**src/rtl/ahb_grant_scheduler.sv**
```systemverilog
// ahb_grant_scheduler: weighted round-robin AHB grant scheduler with burst/lock-safe handover.
// Define AHB_ARB_WEIGHT_EN to enable per-master quotas from m_weight; otherwise pure per-burst round-robin.
module ahb_grant_scheduler #(
  parameter int N_MASTERS  = 4,
  parameter int WEIGHT_W   = 4,
  parameter int DEF_MASTER = 0
) (
  input  logic                          hclk,
  input  logic                          hreset,
  input  logic [N_MASTERS-1:0]          m_busreq,
  input  logic [N_MASTERS-1:0]          m_hlock,
  input  logic [N_MASTERS*WEIGHT_W-1:0] m_weight,
  input  logic                          s_hready,
  input  logic [1:0]                    s_htrans,
  input  logic [2:0]                    s_hburst,
  output logic [N_MASTERS-1:0]          hgrant,
  output logic [$clog2(N_MASTERS)-1:0]  s_hmaster,
  output logic                          s_hmastlock
);
  localparam int IW = $clog2(N_MASTERS);
  localparam logic [1:0] PARK = 2'd0, GRANTED = 2'd1, LOCKED = 2'd2, HANDOVER = 2'd3;
  localparam logic [IW-1:0] DEF_IDX = IW'(DEF_MASTER);
  logic [1:0] r_state, w_state_nx;
  logic [IW-1:0] r_owner, w_owner_nx, w_sel, r_hmaster;
  logic [N_MASTERS-1:0] r_grant;
  logic r_mastlock;
  logic [3:0] r_beats_left, w_beats_nx, w_load;
  logic w_nonseq, w_seq, w_acc, w_bound, w_any, w_others, w_exhaust, w_release, w_clr_quota;
  assign w_nonseq = s_htrans == 2'b10;
  assign w_seq    = s_htrans == 2'b11;
  assign w_acc    = s_hready && s_htrans[1];
  assign w_load   = (s_hburst == 3'd2 || s_hburst == 3'd3) ? 4'd3 :
                    (s_hburst == 3'd4 || s_hburst == 3'd5) ? 4'd7 :
                    (s_hburst == 3'd6 || s_hburst == 3'd7) ? 4'd15 : 4'd0;
  assign w_beats_nx = w_nonseq ? w_load :
                      (w_seq && r_beats_left != 4'd0) ? r_beats_left - 4'd1 : r_beats_left;
  // A NONSEQ opening a multi-beat fixed burst keeps the current owner, cancelling the boundary
  assign w_bound  = s_hready && ((r_beats_left == 4'd0 && !(w_nonseq && w_load != 4'd0)) ||
                                 (w_seq && r_beats_left == 4'd1));
  assign w_any    = |m_busreq;
  assign w_others = |(m_busreq & ~r_grant);
  assign w_release = (r_state == LOCKED) ? !m_hlock[r_owner] :
                     (!m_busreq[r_owner] || (w_exhaust && w_others));
`ifdef AHB_ARB_WEIGHT_EN
  logic [WEIGHT_W-1:0] r_quota, w_quota_nx, w_weight, w_limit;
  assign w_weight   = m_weight[int'(r_owner)*WEIGHT_W +: WEIGHT_W];
  assign w_limit    = (w_weight == '0) ? WEIGHT_W'(1) : w_weight;
  assign w_quota_nx = (w_acc && r_quota != '1) ? r_quota + 1'b1 : r_quota;
  assign w_exhaust  = w_quota_nx >= w_limit;
  always_ff @(posedge hclk) begin
    if (hreset) r_quota <= '0;
    else if (s_hready) r_quota <= w_clr_quota ? '0 : w_quota_nx;
  end
`else
  logic w_unused;
  assign w_unused  = ^{m_weight, w_clr_quota, w_acc};
  assign w_exhaust = 1'b1;
`endif
  // Round-robin search from owner+1; the owner itself is the last candidate
  always_comb begin
    w_sel = r_owner;
    for (int i = N_MASTERS; i >= 1; i--)
      if (m_busreq[(int'(r_owner) + i) % N_MASTERS]) w_sel = IW'((int'(r_owner) + i) % N_MASTERS);
  end
  always_comb begin
    w_state_nx  = r_state;
    w_owner_nx  = r_owner;
    w_clr_quota = 1'b0;
    if (r_state == PARK) begin
      if (w_any) begin
        w_state_nx  = GRANTED;
        w_owner_nx  = w_sel;
        w_clr_quota = 1'b1;
      end
    end else if (r_state == HANDOVER) begin
      w_state_nx  = GRANTED;
      w_clr_quota = 1'b1;
    end else if (w_bound && r_state == GRANTED && m_hlock[r_owner]) begin
      w_state_nx = LOCKED;
    end else if (w_bound && w_release) begin
      w_state_nx  = !w_any ? PARK : (w_sel == r_owner) ? GRANTED : HANDOVER;
      w_owner_nx  = w_any ? w_sel : DEF_IDX;
      w_clr_quota = 1'b1;
    end
  end
  always_ff @(posedge hclk) begin
    if (hreset) begin
      r_state      <= PARK;
      r_owner      <= DEF_IDX;
      r_grant      <= N_MASTERS'(1) << DEF_IDX;
      r_hmaster    <= DEF_IDX;
      r_mastlock   <= 1'b0;
      r_beats_left <= 4'd0;
    end else if (s_hready) begin
      r_state      <= w_state_nx;
      r_owner      <= w_owner_nx;
      r_grant      <= N_MASTERS'(1) << w_owner_nx;
      r_hmaster    <= r_owner;
      r_mastlock   <= m_hlock[r_owner] && (r_state == GRANTED || r_state == LOCKED);
      r_beats_left <= w_beats_nx;
    end
  end
  assign hgrant      = r_grant;
  assign s_hmaster   = r_hmaster;
  assign s_hmastlock = r_mastlock;
endmodule

```
**config.mk**
```make
export PLATFORM = sky130hd
export DESIGN_NAME = ahb_grant_scheduler
export DESIGN_NICKNAME = d
export VERILOG_FILES = /design/src/rtl/ahb_grant_scheduler.sv
export SDC_FILE = /design/constraint.sdc
export NUM_CORES = 1
export LEC_CHECK = 0
export ABC_AREA = 1
export CAP_MARGIN = 20
export CORE_ASPECT_RATIO = 1.2
export CORE_MARGIN = 3
export CORE_UTILIZATION = 38
export DETAILED_ROUTE_END_ITERATION = 10
export DONT_BUFFER_PORTS = 1
export GPL_ROUTABILITY_DRIVEN = 0
export GPL_TIMING_DRIVEN = 0
export PLACE_DENSITY = 0.56
export SETUP_SLACK_MARGIN = 0.2
export SYNTH_ARGS = -nofsm -noshare
export SYNTH_HDL_FRONTEND = slang
export SYNTH_SLANG_ARGS = --single-unit
```
**constraint.sdc**
```tcl
create_clock -name hclk -period 3.5 [get_ports hclk]
set_input_delay 0.35 -clock hclk [delete_from_list [all_inputs] [get_ports hclk]]
set_output_delay 0.35 -clock hclk [all_outputs]
set_load 0.05 [all_outputs]
```
---- After elaboration in Yosys (flattened, before gate mapping) ----
Index checks and enable logic that the tools add are counted.
storage, ports and cells
  register bits ........................... 15
  logic and storage cells ................. 108
  bits of input ports ..................... 32
  output and inout port bits .............. 7
operators by class
  equal/unequal tests ..................... 14
  magnitude comparators ................... 5
  shift operators ......................... 1
  bitwise operators ....................... 6
  mux-type cells .......................... 39
  add/subtract/negate cells ............... 5
  reduce and logical (&&, ||, !) cells .... 32
operators by type and width
  cell                                                 count
  2-to-1 mux 2 bit                                     17
  2-to-1 mux 4 bit                                     5
  < comparator 3 x 4 -> 1 bit (second input constant)  4
  binary-select mux 1 bit (select 2 bit)               6
  == test 3 bit (second input constant)                4
  nonzero test 4 bit                                   3
  2-to-1 mux 1 bit                                     11
  logical AND 1 bit                                    9
  == test 2 bit (second input constant)                4
  OR reduction 2 bit                                   4
  OR reduction 4 bit                                   2
  == test 3 x 2 -> 1 bit (second input constant)       2
  logical OR 1 bit                                     6
  adder 2 x 1 -> 2 bit (second input constant)         2
  adder 2 bit (second input constant)                  2
  AND 1 bit (first input constant)                     4
  AND 4 bit                                            1
  == test 4 x 1 -> 1 bit (second input constant)       1
  zero test 4 bit                                      1
  inverter 4 bit                                       1
  << shifter 1 x 2 -> 4 bit (first input constant)     1
  subtractor 4 x 1 -> 4 bit (second input constant)    1
  zero test 1 bit                                      3
  < comparator 2 x 3 -> 1 bit (second input constant)  1
  7 further kinds                                      7

---- Depth between registers and ports, before layout ----
Gate-level depths: netlist of run 1.
  word-level depth ........................ 17
  mapped depth ............................ 16
  mapped depth without buffers ............ 16

---- Worst setup path before layout of run 1 ----
OpenSTA, ideal clock, no wires.
  path kind ............................... register to register
  start point ............................. register r_grant[0] (netlist: hgrant[0])
  end point ............................... register r_state[0]
  data required time ...................... 3.379 ns
  stages on the path, launching flop included .. 14
  arrival ................................. 1.537 ns
  path buffers ............................ 0
  setup time .............................. 0.121 ns
  clock period less this slack ............ 1.658 ns
  setup slack ............................. 1.842 ns
  cell sequence ........................... dfxtp_1 inv_1 nand2_1 nand3_1 nor2_1 nand2_1 nand2_1 nor2_4 nor2_1 nand2_1 nand3_1 inv_1 o21ai_0 nor2_1
on the way
  cells in the longest elaborated chain, start to end .. 8
RTL lines
  element                        RTL line  text
  start, declared                25        logic [N_MASTERS-1:0] r_grant;
  start signal, assigned         90        r_grant <= N_MASTERS'(1) << DEF_IDX;
  start signal, assigned         97        r_grant <= N_MASTERS'(1) << w_owner_nx;
  inverter 4 bit                 41        assign w_others = |(m_busreq & ~r_grant);
  AND 4 bit                      41
  OR reduction 4 bit             41
  logical OR 1 bit               43        (!m_busreq[r_owner] || (w_exhaust && w_others));
  2-to-1 mux 1 bit               42        assign w_release = (r_state == LOCKED) ? !m_hlock[r_owner] :
  logical AND 1 bit              80        end else if (w_bound && w_release) begin
  nonzero test 4 bit (no line)   -
  AND reduction 3 bit (no line)  -
  end signal, assigned           95        r_state <= w_state_nx;
  end, declared                  23        logic [1:0] r_state, w_state_nx;
Every way passes these cells.
A chain may end at the register's enable or synchronous reset.

---- Final worst setup path of run 1 ----
  start point ............................. register r_grant[3] (netlist: hgrant[3])
  end point ............................... register r_state[0]
Same word-level chain as after synthesis.

==> results.txt, run 1 <==
----------------------------------------------------
[Power and ir drop]
  Total leakage power ... 0.000667 µW
  Tot Pwr ... 622 µW
  Maximum ir drop on the vdd rail ... 0.244 mV
  Power density cells ... 474 nW/µm²

[Clock tree]
  Number of buffers inserted during clock tree synthesis ... 3
  Maximum root-to-sink buffer count ... 2
  Root cell of the clock tree ... sky130_fd_sc_hd__clkbuf_4
  Clk pin slew, worst setup/hold paths ... 0.11 ns
  Quantity of gates resized following cts ... 0
  Sinks on Clock Net ... 15
  CTS Hold Buffers Added ... 0
  Clock tree from TritonCTS ... yes
  CTS HTree Levels ... 1
  Clock latency of the later-clocked register in the worst-skew pair ... just under 0.3 ns
  Setup repair bufs after CTS ... 0

[Setup path]
  Crit start category ... flip-flop
  Type of the setup path with the least slack ... flip-flop to flip-flop
  Kind of end point of the critical path ... flip-flop
  Register-to-Register Path Depth ... 13
  CP max FO ... 4
  Crit Reg-Reg Startpoint ... hgrant[3]
  Worst path arrival time ... ~2 ns
  Required time reported for the critical path endpoint ... 3.67 ns
  Flop2flop setup slack ... 1.63 ns
  Capture point of the worst reg-to-reg path ... r_state[0]

[Final layout]
  Sequential cell area in the final layout ... 300 µm²
  Finished Layout Cells ... between 200 and 250
  Share of cells above drive strength 1 ... 0.143
  Signed area change from the synthesized netlist to the final layout ... 6.08%
  Number of filler cells placed in the layout ... 348
  Area of the multi-input gates ... 774 µm²
  Post-layout nets ... 243
  Count of antenna diodes in the layout ... 0

[Floorplan]
  Number of I/O pins ... 39
  Row count ... 22
  Overall die height ... just under 70 µm
  Die outline width ... just under 60 µm
  Floorplan core area ... 3080 µm²
  Area enclosed by the die boundary ... 3970 µm²
  Initial standard-cell utilization of the core ... 0.401

[Yosys]
  Area fraction of the dominant cell type after synthesis ... 0.243
  Syn nets ... around 240
  Synthesis Warnings ... 0
  Leading area contributor after synthesis ... sky130_fd_sc_hd__dfxtp_1
  Number of standard cells after synthesis ... between 150 and 200
  Primary flip-flop cell chosen by synthesis mapping ... sky130_fd_sc_hd__dfxtp_1
  Number of flops mapped to enable cells by yosys ... 0
  Part of the Yosys area used for sequential elements ... 0.243
  Distinct cell type count of the synthesized netlist ... 27
  Asr flop ratio synth ... 0
  Cell area after synthesis ... 1230 µm²
  Count of state elements after synthesis ... 15
  Syn Area/Cell ... 6.21 µm²
  Cell types with the largest area share after synthesis ... sky130_fd_sc_hd__dfxtp_1 (24%), sky130_fd_sc_hd__nand2_1 (18%), sky130_fd_sc_hd__inv_1 (8.5%)

[Global route]
  Largest net degree at the start of global routing ... 11
  Total global routing track utilization ... 0.168
  First-pass GRT wire length ... 5070 µm
  Number of global-route vias before repair ... 1,182
  Aggregate global routing overflow ... 0
  Antenna violations before repair ... 0

[Timing]
  Final count of negative-setup-slack endpoints ... 0
  Clk_skew ... 0.0118 ns
  Least setup slack across all paths after layout ... around 1.6 ns
  Worst relative slew slack ... 0.612
  Tmin final ... 1.87 ns
  Worst slew pin tran ... approximately 0.58 ns
  Final period utilization ... 0.534
  RSZ-0062 raised after global routing ... no
  Achievable frequency ... 0.535 GHz
  Number of hold violations in the final report ... 0
  Setup TNS ... 0 ns
  Worst hold margin ... 0.112 ns
  Number of pins exceeding their max-slew limit in the final report ... 0

[Flow run]
  Max Cap Viol ... 0

[Hold path]
  Startpoint of the tightest hold check path ... hreset
  HP Class ... input port to flip-flop
  Hold depth ... 1
  Destination of the worst hold path ... r_owner[0]

[Routing]
  Via total after detailed routing ... 1,198
  Average wire per standard cell ... 12.4 µm
  Count of TritonRoute iterations in the first routing pass ... 4
  Number of vias per cell ... 5.01
  Total DRC errors in the routed layout ... 0
  Remaining antenna violation count after routing ... 0
  Post-detailed-routing wire length ... 2960 µm
  Initial drt markers ... 78

[Status]
  Status ... finished, final reports clean

[Placed design]
  Buffers added on ports ... 0
  Pre-CTS WS ... 1.63 ns
  Placed cell count ... 235
  Detail Placement HPWL ... 2410 µm

----------------------------------------------------
-- Yosys cell counts, types with 2 or more instances --
cell	number
sky130_fd_sc_hd__nand2_1	59
sky130_fd_sc_hd__inv_1	28
sky130_fd_sc_hd__nand3_1	21
sky130_fd_sc_hd__dfxtp_1	15
sky130_fd_sc_hd__a21oi_1	13
sky130_fd_sc_hd__o21ai_0	11
sky130_fd_sc_hd__nor2_1	9
sky130_fd_sc_hd__ha_1	7
sky130_fd_sc_hd__nand2_2	7
sky130_fd_sc_hd__inv_2	5
sky130_fd_sc_hd__nor2_4	4
sky130_fd_sc_hd__nand3_2	3
sky130_fd_sc_hd__buf_4	2
sky130_fd_sc_hd__o211ai_1	2
-- area by class of cell --
type / count / share of cell area
clock inverters: 1 / 0.00573
plain buffers: 4 / 0.0229
inverters: 34 / 0.0993
multi-input cells: 146 / 0.591
flip-flops and latches: 15 / 0.229
well taps: 36 / 0.0344
clock buffers: 3 / 0.0172
-- through the flow --
stage | cell area [µm²] | util
after floorplan | 1230 | -
after detailed placement | 1280 | 0.415
after global placement | 1280 | 0.415
final | 1310 | 0.425
after CTS | 1310 | 0.425
after global routing | 1310 | 0.425
-- power by group --
part	switching, µW	total (µW)	internal [µW]
Clock	61.0	104	43.4
Sequential	56.1	248	192
Combinational	172	269	96.6
Total	289	622	332
-- worst max path at each step --
stage               startpoint    endpoint  slack (ns)  cells past startpoint
6_report             hgrant[3]  r_state[0]        1.63                     13
2_1_floorplan        hgrant[0]  r_state[0]        1.84                     13
5_1_grt              hgrant[1]  r_state[0]        1.41                     13
3_3_place_gp         hgrant[3]   hgrant[2]        1.65                     13
3_5_place_dp   r_beats_left[1]   hgrant[2]        1.63                     15
4_1_cts              hgrant[3]  r_state[0]        1.61                     13
-- layout by cell type, fill, tap and decap left out --
cell / instances
sky130_fd_sc_hd__inv_2: 5
sky130_fd_sc_hd__o31ai_1: 1
sky130_fd_sc_hd__clkinvlp_4: 1
sky130_fd_sc_hd__nand4_1: 1
sky130_fd_sc_hd__nand2_2: 7
sky130_fd_sc_hd__xor2_1: 1
sky130_fd_sc_hd__a221oi_1: 1
sky130_fd_sc_hd__o211ai_1: 2
sky130_fd_sc_hd__o21ai_0: 11
sky130_fd_sc_hd__nor2_1: 9
sky130_fd_sc_hd__clkbuf_4: 3
sky130_fd_sc_hd__a21oi_2: 1
sky130_fd_sc_hd__nor2_4: 4
sky130_fd_sc_hd__nand3b_1: 1
sky130_fd_sc_hd__nand3_1: 21
sky130_fd_sc_hd__inv_4: 1
sky130_fd_sc_hd__o21bai_1: 1
sky130_fd_sc_hd__nand3_2: 3
sky130_fd_sc_hd__clkbuf_1: 1
sky130_fd_sc_hd__buf_4: 2
sky130_fd_sc_hd__nor2_2: 1
sky130_fd_sc_hd__a21oi_1: 13
sky130_fd_sc_hd__buf_6: 1
sky130_fd_sc_hd__nand2_1: 59
sky130_fd_sc_hd__ha_1: 7
sky130_fd_sc_hd__nor4_1: 1
sky130_fd_sc_hd__dfxtp_1: 15
sky130_fd_sc_hd__nor3_1: 1
sky130_fd_sc_hd__inv_1: 28
-- kinds of logic (layout without fill, tap and decap cells) --
group	count (synthesis)	after routing	synth area share
compound gates	30	30	0.136
xor+xnor	1	1	0.00709
fa+ha+maj	7	7	0.0709
buf+inv	38	42	0.130
flops	15	15	0.243
simple gates	108	108	0.413
-- sequential cells by signal (all words and copies together), names as in the netlist --
signal and cells:
hgrant 4, r_owner 2, s_hmaster 2, r_beats_left 4, r_state 2, s_hmastlock 1
-- critical path, stage by stage, from the launching register on --
cell	delay [ns]
sky130_fd_sc_hd__dfxtp_1	0.68
sky130_fd_sc_hd__inv_1	0.09
sky130_fd_sc_hd__nand2_1	0.08
sky130_fd_sc_hd__nand3_1	0.08
sky130_fd_sc_hd__nor2_1	0.09
sky130_fd_sc_hd__nand2_1	0.05
sky130_fd_sc_hd__nand2_1	0.10
sky130_fd_sc_hd__nor2_4	0.05
sky130_fd_sc_hd__nor2_1	0.08
sky130_fd_sc_hd__nand2_1	0.05
sky130_fd_sc_hd__nand3_1	0.11
sky130_fd_sc_hd__inv_1	0.07
sky130_fd_sc_hd__o21ai_0	0.14
sky130_fd_sc_hd__nor2_1	0.06
-- per-layer routing --
metal	track usage	up-vias	share of wire
met1	0.169	526	0.39
li1	-	637	-
met3	0.0377	6	0.064
met2	0.325	29	0.52
met5	0	-	0
met4	0.0783	0	0.018
Power figures use the tool's default switching activity.
==> run 2, diff against run 1 <==
Settings changed: ABC_AREA 1 to 0, PLACE_DENSITY 0.56 to 0.58.
Clock period 3.5 ns to 1.7 ns, I/O delays scaled along.
==> results.txt, run 2 <==
----------------------------------------------------
[Yosys]
  Count of state elements after synthesis ... 15
  Synthesis Warnings ... 0
  Distinct cell type count of the synthesized netlist ... 54
  Most frequently used cell type in the post-synthesis netlist ... sky130_fd_sc_hd__nor2_1
  Syn nets ... 196
  Cell types with the largest area share after synthesis ... sky130_fd_sc_hd__dfxtp_1 (25%), sky130_fd_sc_hd__ha_1 (7.2%), sky130_fd_sc_hd__a21oi_1 (5.3%)
  Part of the Yosys area used for sequential elements ... 0.245
  Leading area contributor after synthesis ... sky130_fd_sc_hd__dfxtp_1
  Cell area after synthesis ... 1220 µm²
  Primary flip-flop cell chosen by synthesis mapping ... sky130_fd_sc_hd__dfxtp_1
  Most frequent cells after synthesis ... sky130_fd_sc_hd__nor2_1 (16), sky130_fd_sc_hd__dfxtp_1 (15), sky130_fd_sc_hd__a21oi_1 (13), sky130_fd_sc_hd__nand2_1 (12), sky130_fd_sc_hd__inv_1 (11)
  Number of flops mapped to enable cells by yosys ... 0
  Area fraction of the dominant cell type after synthesis ... 0.245
  Number of standard cells after synthesis ... ~160
  Syn Area/Cell ... 7.79 µm²
  Asr flop ratio synth ... 0

[Setup path]
  Buffers & Inverters on Critical Path ... 1
  Kind of end point of the critical path ... flip-flop
  CP max FO ... 5
  Series of cell instances along the critical path ... inv_2, a222oi_1, nand3_1, a311oi_2, nor3_4, a311o_1
  Worst path arrival time ... 2.18 ns
  Required time reported for the critical path endpoint ... 1.88 ns
  Crit-path max cell delay ... 0.45 ns
  Family with the most delay on the worst path ... compound AO/OA/AOI/OAI gates
  Critical-path cell with the highest stage delay ... sky130_fd_sc_hd__dfxtp_4
  Type of the setup path with the least slack ... flip-flop to flip-flop
  Crit start category ... flip-flop

[Timing]
  RSZ-0062 raised after global routing ... yes
  Least setup slack across all paths after layout ... -0.300 ns
  Number of pins exceeding their max-slew limit in the final report ... 0
  Worst hold margin ... 0.121 ns
  Number of hold violations in the final report ... 0
  Worst relative slew slack ... 0.542
  Achievable frequency ... 0.500 GHz
  Final count of negative-setup-slack endpoints ... 8
  Setup TNS ... -1.95 ns
  Worst slew pin tran ... around 0.7 ns
  Tmin final ... 2.00 ns
  Clk_skew ... 0.00666 ns
  Final period utilization ... 1.18

[Routing]
  Met1 Routed Length ... 1360 µm
  Total DRC errors in the routed layout ... 0
  Count of TritonRoute iterations in the first routing pass ... 5
  Remaining antenna violation count after routing ... 0
  Met3 Routed Length ... 124 µm
  Initial drt markers ... 24
  Average wire per standard cell ... 16.5 µm
  Number of vias per cell ... 6.00
  Via total after detailed routing ... 1,231
  Post-detailed-routing wire length ... 3390 µm
  Met2 routed WL ... 1820 µm
  Top layer in use ... met4

[Floorplan]
  Number of I/O pins ... 39
  Die outline width ... ~58 µm
  Overall die height ... 68.2 µm
  Area enclosed by the die boundary ... 3940 µm²
  Initial standard-cell utilization of the core ... 0.416
  Floorplan core area ... 2940 µm²
  Row count ... 21

[Clock tree]
  CTS HTree Levels ... 1
  Maximum root-to-sink buffer count ... 2
  Number of buffers inserted during clock tree synthesis ... 3
  Sinks on Clock Net ... 15
  CTS Hold Buffers Added ... 0
  Clock tree from TritonCTS ... yes
  Clock latency of the later-clocked register in the worst-skew pair ... between 0.2 and 0.3 ns
  Root cell of the clock tree ... sky130_fd_sc_hd__clkbuf_4
  Clk pin slew, worst setup/hold paths ... about 0.1 ns

[Final layout]
  Most common cell after layout, fill and taps aside ... sky130_fd_sc_hd__nor2_1
  Finished Layout Cells ... 205
  Number of filler cells placed in the layout ... 276
  Commonest cells after routing, fill and taps aside ... sky130_fd_sc_hd__nor2_1 (15), sky130_fd_sc_hd__buf_4 (10), sky130_fd_sc_hd__a21oi_1 (9), sky130_fd_sc_hd__nand2_1 (9)
  Count of antenna diodes in the layout ... 0
  Share of cells above drive strength 1 ... 0.357
  Final Cell Area ... 1560 µm²
  Post-layout nets ... 211
  Signed area change from the synthesized netlist to the final layout ... 27.6%
  Fin util ... 0.531

[Global route]
  First-pass GRT wire length ... approximately 5400 µm
  Number of global-route vias before repair ... 1,198
  Total global routing track utilization ... 0.174
  Antenna violations before repair ... 0
  Aggregate global routing overflow ... 0
  Largest net degree at the start of global routing ... 11

[Power and ir drop]
  Power density cells ... 765 nW/µm²
  Total leakage power ... approximately 0.00060 µW
  Maximum ir drop on the vdd rail ... 0.556 mV

[Placed design]
  Placement-stage cell area ... around 1300 µm²
  Placed cell count ... 191
  Detail Placement HPWL ... 2390 µm
  Buffers added on ports ... 0

[Status]
  Status ... complete, but fails checks
  Violations in the final reports ... setup timing

[Hold path]
  HP Class ... input port to flip-flop

[Flow run]
  Max Cap Viol ... 0

----------------------------------------------------
run 2: logic make-up after synthesis:
logic type               Yosys count  synth area share
AND/OR/NAND/NOR                   61             0.276
flip-flops                        15             0.245
AO/OA/AOI/OAI                     46             0.267
buffers and inverters             22            0.0808
adder cells (fa/ha/maj)            7            0.0716
multiplexers                       6            0.0593
run 2: power breakdown:
part	internal, µW	switching, µW
Clock	87.3	119
Combinational	235	268
Sequential	390	95.1
Total	712	482
run 2: metrics by stage:
| stage | setup WS (ns) | power [µW] |
|---|---|---|
| 2_1_floorplan | -0.107 | 790 |
| 3_3_place_gp | -0.270 | 859 |
| 3_5_place_dp | -0.291 | 870 |
| 4_1_cts | -0.232 | 1110 |
| 5_1_grt | -0.368 | 1270 |
| 6_report | -0.300 | 1190 |
run 2: final cells by class:
cell class / instances / area [µm²] / area share
Sequential cell: 15 / 324 / 0.208
Tap cell: 34 / 42.5 / 0.0272
Timing Repair Buffer: 10 / 78.8 / 0.0505
Clock inverter: 1 / 5.00 / 0.00321
Buffer: 10 / 53.8 / 0.0345
Multi-Input combinational cell: 120 / 985 / 0.631
Clock buffer: 3 / 22.5 / 0.0144
Inverter: 12 / 50.0 / 0.0321
run 2: worst register-to-register path, stage by stage (launching register included):
cell and delay (ns):
sky130_fd_sc_hd__dfxtp_4 0.45, sky130_fd_sc_hd__inv_2 0.05, sky130_fd_sc_hd__a222oi_1 0.43, sky130_fd_sc_hd__nand3_1 0.23
sky130_fd_sc_hd__a311oi_2 0.36, sky130_fd_sc_hd__nor3_4 0.09, sky130_fd_sc_hd__a311o_1 0.28
run 2: timing repair:
item / 4_1_cts / 5_1_grt
pin swaps: 5 / 16
hold endpoints to repair: 0 / 0
setup endpoints to repair: 12 / 12
setup buffers: 2 / 8
resized for setup: 10 / 27
run 2: final timing paths:
path	from	end	slack, ns	depth (start not counted)
hold / removal	s_hburst[2]	r_beats_left[2]	0.12	3
setup / recovery	hgrant[1]	hgrant[0]	-0.30	6
hold reg to reg	r_state[1]	r_state[1]	0.52	2
setup reg to reg	hgrant[1]	hgrant[0]	-0.30	6
run 2: layer usage:
| metal | vias up | track usage |
|---|---|---|
| li1 | 600 | - |
| met1 | 599 | 0.186 |
| met2 | 26 | 0.322 |
| met3 | 6 | 0.0283 |
| met4 | 0 | 0.101 |
| met5 | - | 0 |
